===== src/rtl/alu_share_arbiter.sv =====
// Round-robin arbiter sharing one 32-bit combinational ALU between two requesters,
// with a registered response channel and saturating per-requester grant counters.

module alu_share_arbiter_alu (
  input  logic [2:0]  op,
  input  logic [31:0] a,
  input  logic [31:0] b,
  output logic [31:0] result,
  output logic        zero
);
  always_comb begin
    result = '0;
    case (op)
      3'b000:  result = a & b;
      3'b001:  result = a | b;
      3'b010:  result = a + b;
      3'b011:  result = a - b;
      3'b100:  result = (b >= 32'd32) ? '0 : (a << b[4:0]);
      3'b101:  result = ~(a | b);
      default: result = '0;
    endcase
    zero = (result == '0);
  end
endmodule

module alu_share_arbiter #(
  parameter int DATA_WIDTH = 32,
  parameter int OP_WIDTH   = 3,
  parameter int CNT_WIDTH  = 16
) (
  input  logic                  clk,
  input  logic                  reset,
  input  logic                  req0_valid,
  output logic                  req0_ready,
  input  logic [OP_WIDTH-1:0]   req0_op,
  input  logic [DATA_WIDTH-1:0] req0_a,
  input  logic [DATA_WIDTH-1:0] req0_b,
  input  logic                  req1_valid,
  output logic                  req1_ready,
  input  logic [OP_WIDTH-1:0]   req1_op,
  input  logic [DATA_WIDTH-1:0] req1_a,
  input  logic [DATA_WIDTH-1:0] req1_b,
  output logic                  resp_valid,
  input  logic                  resp_ready,
  output logic                  resp_id,
  output logic [DATA_WIDTH-1:0] resp_result,
  output logic                  resp_zero,
  output logic [CNT_WIDTH-1:0]  gnt_cnt0,
  output logic [CNT_WIDTH-1:0]  gnt_cnt1
);

  typedef enum logic [1:0] {IDLE, EXEC, RESP} state_t;

  state_t                state, state_nxt;
  logic                  ptr;
  logic                  grant0, grant1;
  logic [OP_WIDTH-1:0]   op_q;
  logic [DATA_WIDTH-1:0] a_q, b_q;
  logic                  id_q;
  logic [DATA_WIDTH-1:0] alu_result;
  logic                  alu_zero;

  // Arbitration decision is independent of state; the ready outputs gate it with IDLE.
  assign grant0 = req0_valid && (!req1_valid || !ptr);
  assign grant1 = req1_valid && (!req0_valid ||  ptr);

  alu_share_arbiter_alu u_alu (
    .op     (op_q),
    .a      (a_q),
    .b      (b_q),
    .result (alu_result),
    .zero   (alu_zero)
  );

  always_ff @(posedge clk) begin
    if (reset) state <= IDLE;
    else       state <= state_nxt;
  end

  always_comb begin
    state_nxt = state;
    case (state)
      IDLE:    if (grant0 || grant1) state_nxt = EXEC;
      EXEC:    state_nxt = RESP;
      RESP:    if (resp_ready) state_nxt = IDLE;
      default: state_nxt = IDLE;
    endcase
  end

  always_comb begin
    req0_ready = (state == IDLE) && grant0;
    req1_ready = (state == IDLE) && grant1;
  end

  always_ff @(posedge clk) begin
    if (reset) begin
      ptr         <= 1'b0;
      op_q        <= '0;
      a_q         <= '0;
      b_q         <= '0;
      id_q        <= 1'b0;
      resp_valid  <= 1'b0;
      resp_id     <= 1'b0;
      resp_result <= '0;
      resp_zero   <= 1'b0;
      gnt_cnt0    <= '0;
      gnt_cnt1    <= '0;
    end else begin
      case (state)
        IDLE: begin
          if (grant1) begin
            op_q <= req1_op;
            a_q  <= req1_a;
            b_q  <= req1_b;
            id_q <= 1'b1;
            ptr  <= 1'b0;
            if (gnt_cnt1 != '1) gnt_cnt1 <= gnt_cnt1 + 1'b1;
          end else if (grant0) begin
            op_q <= req0_op;
            a_q  <= req0_a;
            b_q  <= req0_b;
            id_q <= 1'b0;
            ptr  <= 1'b1;
            if (gnt_cnt0 != '1) gnt_cnt0 <= gnt_cnt0 + 1'b1;
          end
        end
        EXEC: begin
          resp_result <= alu_result;
          resp_zero   <= alu_zero;
          resp_id     <= id_q;
          resp_valid  <= 1'b1;
        end
        RESP: begin
          if (resp_ready) resp_valid <= 1'b0;
        end
        default: ;
      endcase
    end
  end

endmodule


===== config.mk =====
export PLATFORM = sky130hd
export DESIGN_NAME = alu_share_arbiter
export DESIGN_NICKNAME = d
export VERILOG_FILES = /design/src/rtl/alu_share_arbiter.sv
export SDC_FILE = /design/constraint.sdc
export NUM_CORES = 1
export LEC_CHECK = 0
export BUFFER_PORTS_ARGS = -buffer_cell sky130_fd_sc_hd__buf_4
export CORE_MARGIN = 2
export CORE_UTILIZATION = 54
export CTS_CLUSTER_SIZE = 8
export DETAILED_ROUTE_END_ITERATION = 10
export GPL_ROUTABILITY_DRIVEN = 0
export GPL_TIMING_DRIVEN = 1
export PLACE_DENSITY = 0.76
export SLEW_MARGIN = 5
export SYNTH_ARGS = -nofsm -noshare
export SYNTH_HDL_FRONTEND = slang
export SYNTH_SLANG_ARGS = --single-unit

===== constraint.sdc =====
create_clock -name clk -period 8.8 [get_ports clk]
set_clock_uncertainty 0.1 [all_clocks]
set_input_delay 0.88 -clock clk [delete_from_list [all_inputs] [get_ports clk]]
set_output_delay 0.88 -clock clk [all_outputs]
set_load 0.05 [all_outputs]

* Yosys cells after proc, flatten, opt, wreduce, memory -nomap -nowiden *
Cells that the tools add are included.

storage, ports and cells
  register bits = 138
  output and inout bits = 69
  logic and storage cells = 70

operators by class
  add/subtract/negate cells = 4
  order comparisons = 1
  equality and inequality tests = 11
  shifts and indexed selects = 1
  muxes and demuxes = 17
  bitwise gates (word level) = 4
  reduce and logical (&&, ||, !) cells = 20

operator list
  operator                                                            count
  one-hot mux 32 bit (6 select lines)                                 1
  two-way mux 32 bit                                                  5
  adder 16 x 1 -> 16 bit, second input constant                       2
  adder 32 bit                                                        1
  AND 32 bit                                                          1
  greater-or-equal comparator 32 x 6 -> 1 bit, second input constant  1
  logical NOT 32 bit                                                  1
  inequality test 16 bit, second input constant                       2
  inverter 32 bit                                                     1
  OR 32 bit                                                           1
  << shifter 32 x 5 -> 32 bit                                         1
  subtractor 32 bit                                                   1
  equality test 3 x 2 -> 1 bit, second input constant                 2
  equality test 3 bit, second input constant                          2
  two-way mux 3 bit                                                   2
  one-hot mux 2 bit (3 select lines)                                  1
  AND reduction 2 bit                                                 3
  two-way mux 1 bit                                                   5
  logical AND 1 bit                                                   4
  two-way mux 2 bit                                                   2
  inequality test 2 bit, second input constant                        2
  AND reduction 4 bit                                                 1
  nonzero test 2 bit                                                  2
  equality test 3 x 1 -> 1 bit, second input constant                 1
  other kinds (9)                                                     13

* Depth between registers and ports, before layout *
  depth in word-level cells = 6
  gate-level depth with buffers = 23
  depth with buffers taken out = 19

* By module *
A second synthesis with hierarchy kept.

second synthesis, totals
  cells, all modules = 1533
  area total of the unflattened synthesis = 11498.5 sq um

modules (own cells, without submodules)
  module                 times used  cells each  area an instance (sq um)
  alu_share_arbiter_alu  1           846         5793.1
  alu_share_arbiter      1           687         5705.5

* Worst setup path before layout *
OpenSTA, ideal clock, no wires.

  path kind = reg2reg
  from = register op_q[0]
  to = register resp_zero
  arrival = 4780 ps
  required time = 8641 ps
  path slack = 3860 ps
  stages on the path, launching flop included = 22
  path through = dfxtp_1 > clkbuf_1 > buf_1 > clkbuf_1 > clkbuf_1 > and2_1 > clkbuf_1 > clkbuf_1 > nor2_1 > xnor2_1 > ha_1 > clkbuf_1 > and3_1 > a221oi_1 > o22ai_1 > o2bb2ai_1 > a221oi_1 > nand4_1 > nor4_1 > nand4_1 > nor4_1 > a41o_1

between the ends
  longest elaborated chain between the ends = 3
  elaborated cells between the ends (all ways) = 8

RTL lines
  item                                               RTL line  source
  from (decl)                                        57        logic [OP_WIDTH-1:0] op_q;
  from (signal assigned)                             112       op_q <= req1_op;
  from (signal assigned)                             119       op_q <= req0_op;
  equality test 3 bit, or another cell as far along  13        case (op)
  one-hot mux 32 bit (6 select lines) (*)            13
  logical NOT 32 bit (*)                             22        zero = (result == '0);
  to (signal assigned)                               129       resp_zero <= alu_zero;
  to (decl)                                          47        output logic resp_zero,

Mark *: on every way between the ends. The rest lies on a longest branch, timed or not.
A chain may end at the register's enable or synchronous reset.

* Worst setup path in the final report *
  from = register op_q[1]
  to = register resp_zero

The elaborated chain is that of the path after synthesis.

==> flow_summary_export.csv <==
group,metric,value,unit
final_layout,final.fill_count,1769,
sta,hold_viol_final,0,
sta,timing.final.crit_period,5730,ps
detailed_routing,vias,11800,
clock_network,cts_root_buf,"clkbuf_16",
floorplan,initial_core_util,54.6,%
critical_path,cp_cell_sequence,"buf_4, nor2b_1, buf_4, and2_1, a21oi_1, xnor2_1, ha_1, and2_1, o211ai_1, a2111oi_0, nor2_1, mux2i_1, a211oi_1, nand4_1, nor4_1, nand4_1, nor4_1, a41o_1",
detailed_routing,ant_nets,0,
floorplan,die_y,147,um
floorplan,die-width,147,um
final_layout,multi_input_area,7670,sq um
sta,setup_viol,0,
floorplan,ios,208,
detailed_routing,vias_per_cell,6.31,
critical_path,required,9080,ps
detailed_routing,drt-total-wl,35.9,mm
clock_network,cts_made_buffers,17,
pwr,ir_drop,118,uV
critical_path,slowest_delay,860,ps
critical_path,crit_path_top_delay_cell,"a2111oi_0",
final_layout,layout-drive-gt1-share,18.7,%
logic_synthesis,synth_area,11000,sq um
grt,overflow,0,
clock_network,post-cts-setup-buffers,0,
sta,rsz0062_at_grt,"false",
logic_synthesis,syn_nets,1650,
logic_synthesis,synth.distinct_cells,74,
pwr,p_per_area,203,nW/um^2
final_layout,antennaDiodeCount,0,
floorplan,die_area,21500,sq um
outcome,status,"finished, final reports clean",
sta,fmax,0.174,GHz
logic_synthesis,yosysWarnings,0,
placed_design,io_buffers,207,
sta,period_share,65.2,%
logic_synthesis,ys_ff_latch,138,
critical_path,critPathTopFamily,"simple AND/OR/NAND/NOR gates",
grt,grt_max_degree,95,
final_layout,design_area,13200,sq um
sta,slew-limit-headroom,34.3,%
logic_synthesis,ys_seq_area_share,25.1,%
min_path,hp-class,"flop to flop",
placed_design,place_hpwl,27.0,mm
clock_network,holdBufCountCts,0,
critical_path,crit_arrival,6010,ps
final_layout,area.growth.synth_to_final,20.0,%
final_layout,regArea,2770,sq um
detailed_routing,drc,0,
detailed_routing,dr.pass1.iters,5,
logic_synthesis,synth_ff_type,"dfxtp_1",
critical_path,crit_path_start_kind,"flop",
critical_path,setup.worst_path.class,"flop to flop",
floorplan,num_rows,52,
clock_network,clock_latency,440,ps
clock_network,htree_num_levels,4,
sta,worst_pin_slew,985,ps
logic_synthesis,synth_edf_count,0,
clock_network,cts_sinks,138,
final_layout,final_nets,1766,
logic_synthesis,avgSynthCellArea,7.46,sq um
detailed_routing,drt_iter0_markers,1354,
clock_network,ctsResizeCount,0,
grt,grt_antenna_before_repair,0,
logic_synthesis,synth_cells,1473,
sta,tns,0,ps
critical_path,crit_buf_inv,2,
clock_network,clk_pin_slew,70,ps
critical_path,crit_start,"op_q[1]",
clock_network,clockBufferDepth,2,
grt,grt_pass1_vias,10700,
critical_path,reg2reg_from,"op_q[1]",
pwr,p_leak,5.44,nW
min_path,holdCritStartpoint,"resp_id",
sta,drv_slew,0,
run,cap_violations,0,
grt,grt_first_pass_wirelength,56.8,mm
logic_synthesis,synthArstFlopShare,0,%
placed_design,postPlaceCellArea,12500,sq um
critical_path,worstPathMaxFanout,52,
critical_path,critPathCaptureType,"flop",
clock_network,cts_tree,"built",
detailed_routing,routedWlPerCell,19.2,um
grt,grtUsageTotal,32.7,%
floorplan,core-area,20100,sq um
-- logic make-up after synthesis --
family | after synthesis | synth area share [%]
simple gates | 511 | 21.3
compound gates | 447 | 26.7
buf+inv | 148 | 5.18
flops | 138 | 25.1
mux | 95 | 9.34
xor+xnor | 71 | 5.66
fa+ha+maj | 63 | 6.67
-- where the power goes --
group          internal, mW  switching [mW]
Sequential            0.683          0.0969
Combinational         0.413           0.692
Clock                 0.464           0.327
-- per-layer routing --
layer	GRT usage (%)	wire length (um)	vias up
li1	-	-	5644
met1	45.6	15400	5412
met2	48.5	15400	660
met3	9.06	4130	97
met4	11.0	1090	0
met5	0	0	-
-- synthesized netlist by cell type (all sizes together) (13+ instances only) --
cell	instances	area [sq um]
nor2	194	728
nand2	141	529
dfxtp	138	2760
a21oi	136	681
clkbuf	108	407
mux2i	71	711
a211oi	62	465
a22oi	60	450
o21ai	57	285
nor3	42	210
xor2	38	333
ha	37	463
xnor2	33	289
maj3	25	250
nand4	23	144
mux2	20	225
buf	19	83.8
inv	19	71.3
nand3	19	95.1
or3	17	111
a21o	15	113
a31oi	15	93.8
nand2b	14	87.6
a221oi	13	114
-- worst register-to-register path: cells and delay by family, from the launching register on --
family	cells	cell delay [ps]
and+or+nand+nor	8	2070
AOI/OAI and AO/OA	5	1740
buffers and inverters	2	770
adders and majority gates	1	360
DFF	1	310
muxes	1	170
xor gates and xnor gates	1	160
-- stage by stage --
step           hold slack [ps]  cells  power (mW)  util, %  setup WS [ps]
3_3_place_gp               355   1840        1.84     62.3           3620
3_5_place_dp               364   1840        1.85     62.3           3400
4_1_cts                    373   1872        2.64     65.6           3260
5_1_grt                    391   1872        2.80     65.6           2800
6_report                   371   1872        2.68     65.6           3070
2_1_floorplan              332   1473        1.55        -           3860
-- layout by cell type (no fill, tap or decap), types with 16 or more instances in the layout --
cell,instances
buf_4,224
nor2_1,193
nand2_1,141
a21oi_1,136
dfxtp_1,136
mux2i_1,71
a211oi_1,62
a22oi_1,60
o21ai_0,56
nor3_1,42
xor2_1,38
ha_1,37
xnor2_1,33
maj3_1,25
nand4_1,23
mux2_2,20
nand3_1,19
inv_1,18
clkbuf_16,17
or3_1,16
-- area by class of cell --
| class | instances | area share [%] |
|---|---|---|
| well taps | 270 | 2.56 |
| multi-input cells | 1187 | 58.2 |
| inverters | 21 | 0.598 |
| clock buffers | 17 | 3.23 |
| repair buffers | 224 | 12.8 |
| clock inverters | 15 | 1.69 |
| flip-flops and latches | 138 | 21.0 |
-- registers in the layout (all words and copies together), names as in the netlist --
signal,count
a_q,32
b_q,32
resp_result,32
gnt_cnt0,16
gnt_cnt1,16
op_q,3
state,2
id_q,1
ptr,1
resp_id,1
resp_valid,1
resp_zero,1
-- final timing paths --
check | end | slack (ps) | cells after the start
setup / recovery | resp_zero | 3070 | 18
setup reg to reg | resp_zero | 3070 | 18
hold reg to reg | resp_id | 370 | 2
hold / removal | resp_id | 370 | 2
Power figures use the tool's default switching activity.
